==> src/rtl/fetch_queue.sv <==
// Instruction fetch front end: sequential PC generation feeding a two-entry
// {pc, instr} queue toward decode, with taken-branch redirect and a sticky
// misaligned-target flag.
module fetch_queue #(
  parameter int unsigned                 ADDRESS_WIDTH = 32,
  parameter int unsigned                 DATA_WIDTH    = 32,
  parameter logic [ADDRESS_WIDTH-1:0]    RESET_PC      = '0
) (
  input  logic                     clk,
  input  logic                     rst,
  output logic [ADDRESS_WIDTH-1:0] imem_addr,
  input  logic [DATA_WIDTH-1:0]    imem_instr,
  input  logic                     redirect_en,
  input  logic [ADDRESS_WIDTH-1:0] redirect_pc,
  output logic                     out_valid,
  input  logic                     out_ready,
  output logic [DATA_WIDTH-1:0]    out_instr,
  output logic [ADDRESS_WIDTH-1:0] out_pc,
  output logic                     misaligned
);

  localparam logic [DATA_WIDTH-1:0] NOP_INSTR = DATA_WIDTH'(32'h0000_0013);

  typedef enum logic [1:0] {
    EMPTY   = 2'd0,
    PARTIAL = 2'd1,
    FULL    = 2'd2
  } occ_t;

  typedef struct packed {
    logic [ADDRESS_WIDTH-1:0] pc;
    logic [DATA_WIDTH-1:0]    instr;
  } entry_t;

  occ_t                     state, state_nxt;
  logic [ADDRESS_WIDTH-1:0] fetch_pc;
  entry_t                   head_q, tail_q;
  logic                     pop, push;

  // Fetch address comes straight from a register, so nothing combinational
  // from decode handshakes or redirect reaches the memory address.
  assign imem_addr = fetch_pc;

  // Handshake decode and occupancy next-state; redirect empties the queue.
  always_comb begin
    pop       = (state != EMPTY) && out_ready;
    push      = !redirect_en && ((state != FULL) || pop);
    state_nxt = state;
    if (redirect_en) begin
      state_nxt = EMPTY;
    end else begin
      unique case ({push, pop})
        2'b10: state_nxt = (state == EMPTY) ? PARTIAL : FULL;
        2'b01: state_nxt = (state == FULL) ? PARTIAL : EMPTY;
        default: state_nxt = state;
      endcase
    end
  end

  // Occupancy register.
  always_ff @(posedge clk) begin
    if (rst) state <= EMPTY;
    else     state <= state_nxt;
  end

  // Fetch PC advance/redirect and sticky misaligned-target flag.
  always_ff @(posedge clk) begin
    if (rst) begin
      fetch_pc   <= RESET_PC;
      misaligned <= 1'b0;
    end else if (redirect_en) begin
      fetch_pc <= {redirect_pc[ADDRESS_WIDTH-1:2], 2'b00};
      if (redirect_pc[1:0] != 2'b00) misaligned <= 1'b1;
    end else if (push) begin
      fetch_pc <= fetch_pc + ADDRESS_WIDTH'(4);
    end
  end

  // Queue storage as a shift pair: head_q is always the oldest entry. On a
  // pop the tail slides into the head, and the new word lands in whichever
  // slot is the first free one after that slide.
  always_ff @(posedge clk) begin
    if (pop) head_q <= tail_q;
    if (push) begin
      if ((state == EMPTY) || ((state == PARTIAL) && pop))
        head_q <= '{pc: fetch_pc, instr: imem_instr};
      else
        tail_q <= '{pc: fetch_pc, instr: imem_instr};
    end
  end

  // Head presentation; an empty queue shows a NOP at the current fetch PC.
  always_comb begin
    out_valid = (state != EMPTY);
    out_instr = NOP_INSTR;
    out_pc    = fetch_pc;
    if (state != EMPTY) begin
      out_instr = head_q.instr;
      out_pc    = head_q.pc;
    end
  end

endmodule

==> config.mk <==
export PLATFORM = sky130hd
export DESIGN_NAME = fetch_queue
export DESIGN_NICKNAME = d
export VERILOG_FILES = /design/src/rtl/fetch_queue.sv
export SDC_FILE = /design/constraint.sdc
export NUM_CORES = 1
export LEC_CHECK = 0
export CAP_MARGIN = 20
export CORE_MARGIN = 3
export CORE_UTILIZATION = 54
export DETAILED_ROUTE_END_ITERATION = 10
export PLACE_DENSITY = 0.85
export SLEW_MARGIN = 15
export SYNTH_ARGS = -nofsm -noshare
export SYNTH_HDL_FRONTEND = slang
export SYNTH_SLANG_ARGS = --single-unit
==> constraint.sdc <==
create_clock -name clk -period 7.3 [get_ports clk]
set_clock_uncertainty 0.2 [all_clocks]
set_input_delay 1.095 -clock clk [delete_from_list [all_inputs] [get_ports clk]]
set_output_delay 1.095 -clock clk [all_outputs]
set_load 0.03 [all_outputs]
==> results.yml <==
logic_synthesis:
  synth_top_area_cell: "dfxtp_1"
  synth_area_leaders: "dfxtp_1, edfxtp_1, mux2i_1"
  synth.most_common_cell: "dfxtp_1"
  ys_seq_area_frac: 0.531
  yosys_warnings: 0
  yosys.area.top_type_share: 0.271
  netlist_top_cells_count: "dfxtp_1, nand2_1, o21ai_0, mux2i_1, edfxtp_1"
  avgSynthCellArea_sq_um: 10.4
  async_flop_share: 0
  synth-seq-cells: 159
  synthMuxAreaShare: 0.127
  synth_top_family_by_area: "simple AND/OR/NAND/NOR gates"
  netlist_instances: 687
  dominantRegCellSynth: "dfxtp_1"
  synthAdderAreaFrac: 0.00349
  synth.distinct_cells: 59
  synth-simple-area-share: 0.170
  syn_area_sq_um: 7160
  synth_xor_area_frac: 0.0147
  synth_compound_area_frac: 0.114
  synth_edf_count: 62
worst_setup_path:
  cp.required_ns: 6.00
  crit_chain: "or2_2 > buf_4 > mux2_2 > clkdlybuf4s50_1"
  critPathLaunchType: "flop"
  end_kind: "output pin"
  cp_slowest_cell: "clkdlybuf4s50_1"
  arrival_ns: 3.00
  cp-startpoint: "state[1]"
  path_class: "reg -> out"
  crit_fanout: 48
  r2r_start: "state[1]"
  slowest_delay_ns: 0.60
clock_tree:
  cts_buffer_depth: 2
  cts_made_buffers: 17
  clk_latency_ns: 0.42
  cts.repair.resized: 0
  cts_sinks: 159
  cts_root_buffer: "clkbuf_16"
  cts_hold_buffers: 0
  htree_levels: 4
  clk_pin_slew_ns: 0.06
  postCtsSetupBuffers: 0
  cts_tree: "yes"
power_and_ir_drop:
  p_clk_frac: 0.390
  leakagePower_uw: 0.00374
  p_sw_uw: 598
  powerDensity_nw_per_um2: 243
  internal-power_uw: 1710
  switching_share: 0.259
  vdd_drop_max_uv: 149
  combPwrFrac: 0.159
  pwr-share-seq: 0.451
floorplan:
  pin_count: 166
  start_util: 0.561
  dieArea_sq_um: 14700
  core_area_sq_um: 12800
  row_count: 41
  die_h_microns: 121
  die_w_microns: 121
hold_path:
  min_from: "misaligned"
  holdCritPathClass: "reg -> reg"
drt:
  via_per_inst: 5.79
  wirelength_microns: 18400
  drtAntennaViolNets: 0
  drt_iter0_drc: 617
  firstDrtPassIters: 5
  vias: 5881
  detail_route.wl_per_cell_microns: 18.2
  drc_errors: 0
global_route:
  grtUsageMet1: 0.341
  grt_use_total: 0.249
  antenna_found_initial: 0
  grt_pass1_wl_microns: 28800
  grt_pass1_vias: 5701
  busiest_layer: "met2"
  grt_max_degree: 87
  use_met2: 0.381
  use_met3: 0.0709
  gr-total-overflow: 0
layout:
  fin_cells: 1015
  drive_gt1_frac: 0.0925
  final_nets: 900
  antenna_cells: 0
  final_util: 0.745
  area_growth_pct: 32.9
outcome:
  status: "finished clean"
place:
  place_inst: 981
  dpl.hpwl_microns: 12200
  gp_congestion: 0.870
  io_buffers: 163
sta:
  tns_ns: 0
  tightest_slew_ns: 0.990
  relSlewSlack: 0.336
  drv_slew: 0
  rsz0062_at_grt: "no"
  setup_viol: 0
  period_minus_slack_ns: 4.29
  hold_violations: 0
  post-route-period-util: 0.588
  max_clock_freq_ghz: 0.233
flow_run:
  maxCapViolCount: 0
cell families (layout without fill, tap and decap cells):
logic type      after synthesis  after routing
buf+inv                      63            218
fa+ha+maj                     2              2
compound gates              133            133
flops                       159            159
simple gates                229            229
mux                          88             88
other cells                   1              2
xor+xnor                     12             12
through the flow:
step                power (uW)  hold slack (ns)  setup slack [ns]  cell area, sq um
floorplan                 1260            0.252              2.30              7160
global placement          1400            0.240              3.31              8860
detailed placement        1420            0.269              3.17              8860
CTS                       2310            0.279              2.98              9460
global route              2390            0.291              2.80              9520
finish                    2310            0.276              3.01              9520
cell type report:
class / count / area [sq um]
inverters: 15 / 56.3
well taps: 172 / 215
fillers: 854 / 3260
flip-flops and latches: 159 / 3800
repair buffers: 171 / 1730
multi-input cells: 466 / 3110
clock inverters: 10 / 138
clock buffers: 22 / 464
critical path: cells and delay by family, from the launching register on:
kind	cells	cell delay, ns
buffers and inverters	2	1.12
DFF	1	0.49
muxes	1	0.40
and+or+nand+nor	1	0.53
path summary, 6_finish.rpt:
| path | to | slack (ns) | cells past startpoint |
|---|---|---|---|
| worst max register to register | state[1] | 4.31 | 8 |
| worst max-delay path | out_pc[23] | 3.01 | 4 |
| worst min-delay path | misaligned | 0.28 | 2 |
| worst min register to register | misaligned | 0.28 | 2 |
state kept, by name, summed over array words and instances (netlist names):
signal,cells
head_q,64
tail_q,62
imem_addr,30
state,2
misaligned,1
cells in the final DEF (no fill, tap or decap), drive strengths merged, types with 12 or more instances in the layout:
cell and instances:
a211oi 13, a21oi 12, and2 33, clkbuf 22, clkdlybuf4s50 163, dfxtp 97
edfxtp 62, inv 15, mux2 25, mux2i 63, nand2 87, nand3 12
nand4 13, nor2 21, nor3 16, o21ai 75
power by group through the flow:
stage               registers [uW]  logic (uW)  clock network, uW
floorplan                     1060         199                  0
global placement              1050         351                  0
detailed placement            1060         362                  0
CTS                           1040         364                910
global route                  1050         393                945
finish                        1040         366                900
metal layers:
| layer | vias to the layer above | share of wire | wire length [microns] |
|---|---|---|---|
| met5 | - | 0 | 0 |
| met4 | 0 | 0.021 | 390 |
| met3 | 39 | 0.088 | 1630 |
| met2 | 296 | 0.46 | 8500 |
| met1 | 2775 | 0.43 | 7930 |
| li1 | 2771 | - | - |
Note: power is estimated with default switching activity, not from simulation.
==> patch 1, RTL diff (same flow settings) <==
Re-encode `occ_t` (3 values) as one-hot, 3 bits wide.
--- a/src/rtl/fetch_queue.sv
+++ b/src/rtl/fetch_queue.sv
@@ -22,8 +22,8 @@
   localparam logic [DATA_WIDTH-1:0] NOP_INSTR = DATA_WIDTH'(32'h0000_0013);
 
-  typedef enum logic [1:0] {
-    EMPTY   = 2'd0,
-    PARTIAL = 2'd1,
-    FULL    = 2'd2
+  typedef enum logic [2:0] {
+    EMPTY   = 3'b001,
+    PARTIAL = 3'b010,
+    FULL    = 3'b100
   } occ_t;
 
Check against the original RTL: same outputs for any inputs over 4 cycles, from zero or initial values and one cycle with rst high; so few cycles prove little.
==> patch 1 against the original RTL <==
  * Worst setup slack improved by 0.016 ns
  * Power rose by 14%
  * Synthesized cell count fell by 1.3%
  * Count of clock-buffer cells in the layout fell by 5
  * Routed wire length fell by 3.6%
  * Cell count fell by 1.6%
  * Non-clock buffer count fell by 2
  * Maximum frequency rose by 0.38%
  * Combinational power rose by 70%
  * Cell area fell by 1.0%
  * Sequential cell count rose by 1
  * Synthesized area fell by 0.54%
  * Utilization fell by 0.76 points
==> patch 1: results (changes against the original RTL) <==
Status
  • Status: complete, no violations

Place
  • Final GP Congestion: 0.828 (-4.8%)
  • Setup WS pre-CTS: 3.08 ns (-0.0875 ns)
  • Placed insts: 965 (-1.6%)
  • Post-DP Area: 0.00878 mm2 (-0.90%)
  • Final HPWL from detailed placement: 11,500 um (-6.0%)

GRT
  • Pin count of the biggest net entering global routing: 127 (+46%)
  • Vias in the first global route: 5,593 (-1.9%)
  • Gr usage total: 24.1% (-0.75 points)
  • First-pass GRT wire length: 28,000 um (-2.9%)

CTS
  • CTS clk-pin slew, worst paths: 0.06 ns (about the same)
  • Clk_lat worst skew: 0.42 ns (about the same)
  • H-tree Lvls: 4 (unchanged)

Final layout
  • Share of post-route cells with drive strength above 1: 9.92% (+0.66 points)
  • Filler Cell Count: 888 (+4.0%)

Power
  • VDD IR max: 0.148 mV (-0.20%)
  • Leak: 3.71 nW (-0.70%)

Logic synthesis
  • Sequential cell area fraction in the yosys report: 53.7% (+0.57 points)
  • Top cells by area, synth: dfxtp_1 (28%), edfxtp_1 (26%), mux2i_1 (8.7%)
  • Netlist cell types: 56 (-5.1%)
  • Top cells by count, synth: dfxtp_1 (98), nor2_1 (91), a21oi_1 (69)
  • Mean Syn Cell Area: 10.5 um2 (+0.78%)

Routing
  • Iteration-0 DRC Markers: 543 (-12%)
  • Via/cell ratio: 5.76 (-0.64%)

Critical path
  • Crit-path max FO: 50 (+4.2%)
  • CP arrival: 2.98 ns (-0.02 ns)

Timing
  • Tightest Pin Transition: 0.883 ns (-0.108 ns)
-- patch 1: cell type report --
| cell class | instances | area, um2 | area share [%] |
|---|---|---|---|
| clock inverters | 15 | 159 | 1.69 |
| flip-flops and latches | 160 | 3820 | 40.6 |
| well taps | 172 | 215 | 2.28 |
| clock buffers | 17 | 425 | 4.52 |
| repair buffers | 169 | 1720 | 18.2 |
| multi-input cells | 455 | 3040 | 32.3 |
| inverters | 11 | 41.3 | 0.438 |
-- patch 1: cells by family (layout without fill, tap and decap cells) --
group | Yosys count | in the layout | share of synthesized area (%)
buf+inv | 64 | 212 | 4.04
flops | 160 | 160 | 53.7
other cells | 1 | 2 | 0.0527
fa+ha+maj | 2 | 2 | 0.351
compound gates | 125 | 125 | 10.8
xor+xnor | 9 | 9 | 1.11
mux | 91 | 91 | 13.3
simple gates | 226 | 226 | 16.7
-- patch 1: worst max-delay path, stage by stage, from the launching register on --
cell and delay (ns):
dfxtp_1 0.48, or3b_2 0.68, buf_4 0.39, mux2_2 0.31, clkdlybuf4s50_1 0.69
-- patch 1: path summary, 6_finish.rpt --
kind	slack, ns	cells after the start	end	from
worst max-delay path	3.02	4	out_pc[3]	state[0]
worst min-delay path	0.27	2	misaligned	misaligned
worst max register to register	3.82	9	state[2]	state[0]
worst min register to register	0.27	2	misaligned	misaligned
-- patch 1: metal layers --
metal  up-vias  GRT usage (%)  part of all wire [%]
li1       2731              -                     -
met4         0           7.44                   1.9
met5         -              0                     0
met1      2728           29.9                    42
met3        37           7.20                   7.3
met2       255           40.6                    49
-- patch 1: power by group --
part	switching, mW	internal (mW)
Sequential	0.0771	1.05
Clock	0.369	0.508
Combinational	0.339	0.282
Total	0.785	1.84
==> patch 2, RTL diff (config.mk and constraints unchanged) <==
Without the edit above. The parameter `DATA_WIDTH` goes from 32 to 24.
--- a/src/rtl/fetch_queue.sv
+++ b/src/rtl/fetch_queue.sv
@@ -4,5 +4,5 @@
 module fetch_queue #(
   parameter int unsigned                 ADDRESS_WIDTH = 32,
-  parameter int unsigned                 DATA_WIDTH    = 32,
+  parameter int unsigned                 DATA_WIDTH    = 24,
   parameter logic [ADDRESS_WIDTH-1:0]    RESET_PC      = '0
 ) (
Interface: changed (resized imem_instr and out_instr); port bits go from 166 to 150. The function was not compared with the original's and may differ.
==> patch 2 against the original RTL <==
  * Sequential cell count fell by 16
  * Synthesized area fell by 9.2%
  * Power decreased by 5.3%
  * Via count down 7.8%
  * Count of clock-buffer cells in the layout is 3 lower
  * Routed wire length down 10%
  * Combinational power fell by 7.7%
  * First-iteration DRC count is 39% lower
  * Worst setup slack gained 0.42 ns
  * Cell area is 9.6% lower
  * Critical path type unchanged
  * Utilization is 0.39 points lower
==> patch 2: results (changes against the original RTL) <==
Logic synthesis
  • Post-synth EDFFs: 54 (-13%)
  • Primary FF master, synth: dfxtp_1
  • Top cells by count, synth: dfxtp_1 (89), nand2_1 (81), o21ai_0 (63)
  • Sequential cell area fraction in the yosys report: 52.3% (-0.78 points)
  • FFs w/ async S/R, synth: 0% (unchanged)
  • Top cells by area, synth: dfxtp_1 (27%), edfxtp_1 (25%), mux2i_1 (8.3%)
  • Yosys warns: 0 (unchanged)
  • Netlist cell types: 53 (-10%)
  • Gate Count Post-Synth: 624 (-9.2%)

Critical path
  • Reg2Reg Setup Slack: 4.20 ns (-0.11 ns)
  • Crit-path max cell delay: between 0.6 and 0.7 ns
  • Crit-path slowest cell: clkdlybuf4s50_1
  • Crit-path max FO: 61 (+27%)

GRT
  • Pin count of the biggest net entering global routing: 111 (+28%)
  • Initial antenna violation count: 0 (unchanged)
  • First-pass GRT wire length: 26,500 um (-8.2%)
  • Vias in the first global route: 5,300 (-7.0%)
  • Gr usage total: 24.9% (about the same)

CTS
  • Num CTS Buffers: 17 (unchanged)
  • Root buf cell: clkbuf_16
  • Post_cts resized: 0 (unchanged)
  • CTS max path bufs: 2 (unchanged)
  • H-tree Lvls: 4 (unchanged)
  • CTS clk-pin slew, worst paths: 0.06 ns (about the same)
  • Clk_lat worst skew: slightly above 0.4 ns
  • Post-CTS Setup Inserts: 0 (unchanged)

Power
  • Leak: 3.38 nW (-9.6%)
  • VDD IR max: 0.172 mV (+16%)

Routing
  • WL/cell: 18.2 um (+0.15%)
  • Pre-antenna DRT Iters: 5 (unchanged)
  • Via count: 5,422 (-7.8%)
  • Iteration-0 DRC Markers: 378 (-39%)

Final layout
  • Share of post-route cells with drive strength above 1: 10.3% (+1.1 points)
  • Top reg by flops: head_q
  • Max reg flops: 56 (-13%)
  • Nets: 815 (-9.4%)
  • Final cell count without fillers: 909 (-10%)
  • Diode count: 0 (unchanged)

Place
  • Placed insts: 877 (-11%)
  • Final HPWL from detailed placement: 10,700 um (-13%)
  • Port buffer count: 147 (-9.8%)
  • Final GP Congestion: 0.827 (-4.9%)

Timing
  • Fin Hold WS: 0.253 ns (-0.0233 ns)
  • Tightest Pin Transition: 1.01 ns (+0.0158 ns)

Worst hold path
  • Hold/Removal Path Class: reg2reg

Status
  • Status: complete, no violations
==> patch 2: worst paths after layout <==
kind	depth (start not counted)	start	to
min	2	misaligned	misaligned
max reg2reg	9	state[1]	state[0]
min reg2reg	2	misaligned	misaligned
max	4	state[1]	out_pc[26]
==> patch 2: metrics by stage <==
step                      setup slack [ns]  instance area (um2)
final                                 3.43                 8610
after global placement                3.75                 7980
after detailed placement              3.63                 7980
after global routing                  3.26                 8610
after floorplan                       2.86                 6510
after CTS                             3.41                 8610
==> patch 2: per-layer routing <==
layer	GRT usage (%)	vias up	routed length, um	share of wire [%]
met4	7.42	0	227	1.4
met3	6.63	26	1330	8.1
met1	32.9	2620	7150	43
met5	0	-	0	0
met2	40.5	232	7830	47
li1	-	2544	-	-
==> patch 2: cells by family (layout without fill, tap and decap cells) <==
kind of cell / after synthesis / after routing / share of synthesized area, %
AOI/OAI and AO/OA: 115 / 115 / 11.0
xor gates and xnor gates: 9 / 9 / 1.21
adders and majority gates: 2 / 2 / 0.385
buffers and inverters: 55 / 196 / 4.35
DFF: 143 / 143 / 52.3
muxes: 81 / 81 / 13.0
other: 1 / 2 / 0.0577
and+or+nand+nor: 218 / 218 / 17.6
==> patch 2: critical path, delay by kind of cell (launching register included) <==
| family | cells | cell delay (ns) |
|---|---|---|
| buffers and inverters | 2 | 1.15 |
| flip-flops | 1 | 0.44 |
| multiplexers | 1 | 0.42 |
| AND/OR/NAND/NOR | 1 | 0.15 |
==> patch 2: cell type report <==
cell class                      instances  area [um2]
Clock inverter                         13         180
Fill cell                             828        3010
Timing Repair Buffer                  154        1520
Multi-Input combinational cell        427        2840
Inverter                               10        37.5
Clock buffer                           19         443
Tap cell                              143         179
Sequential cell                       143        3400
==> patch 2: power by group <==
part	internal [mW]	switching (mW)	total, mW
clock network	0.556	0.351	0.907
logic	0.154	0.184	0.338
registers	0.887	0.0531	0.940
total	1.60	0.588	2.18
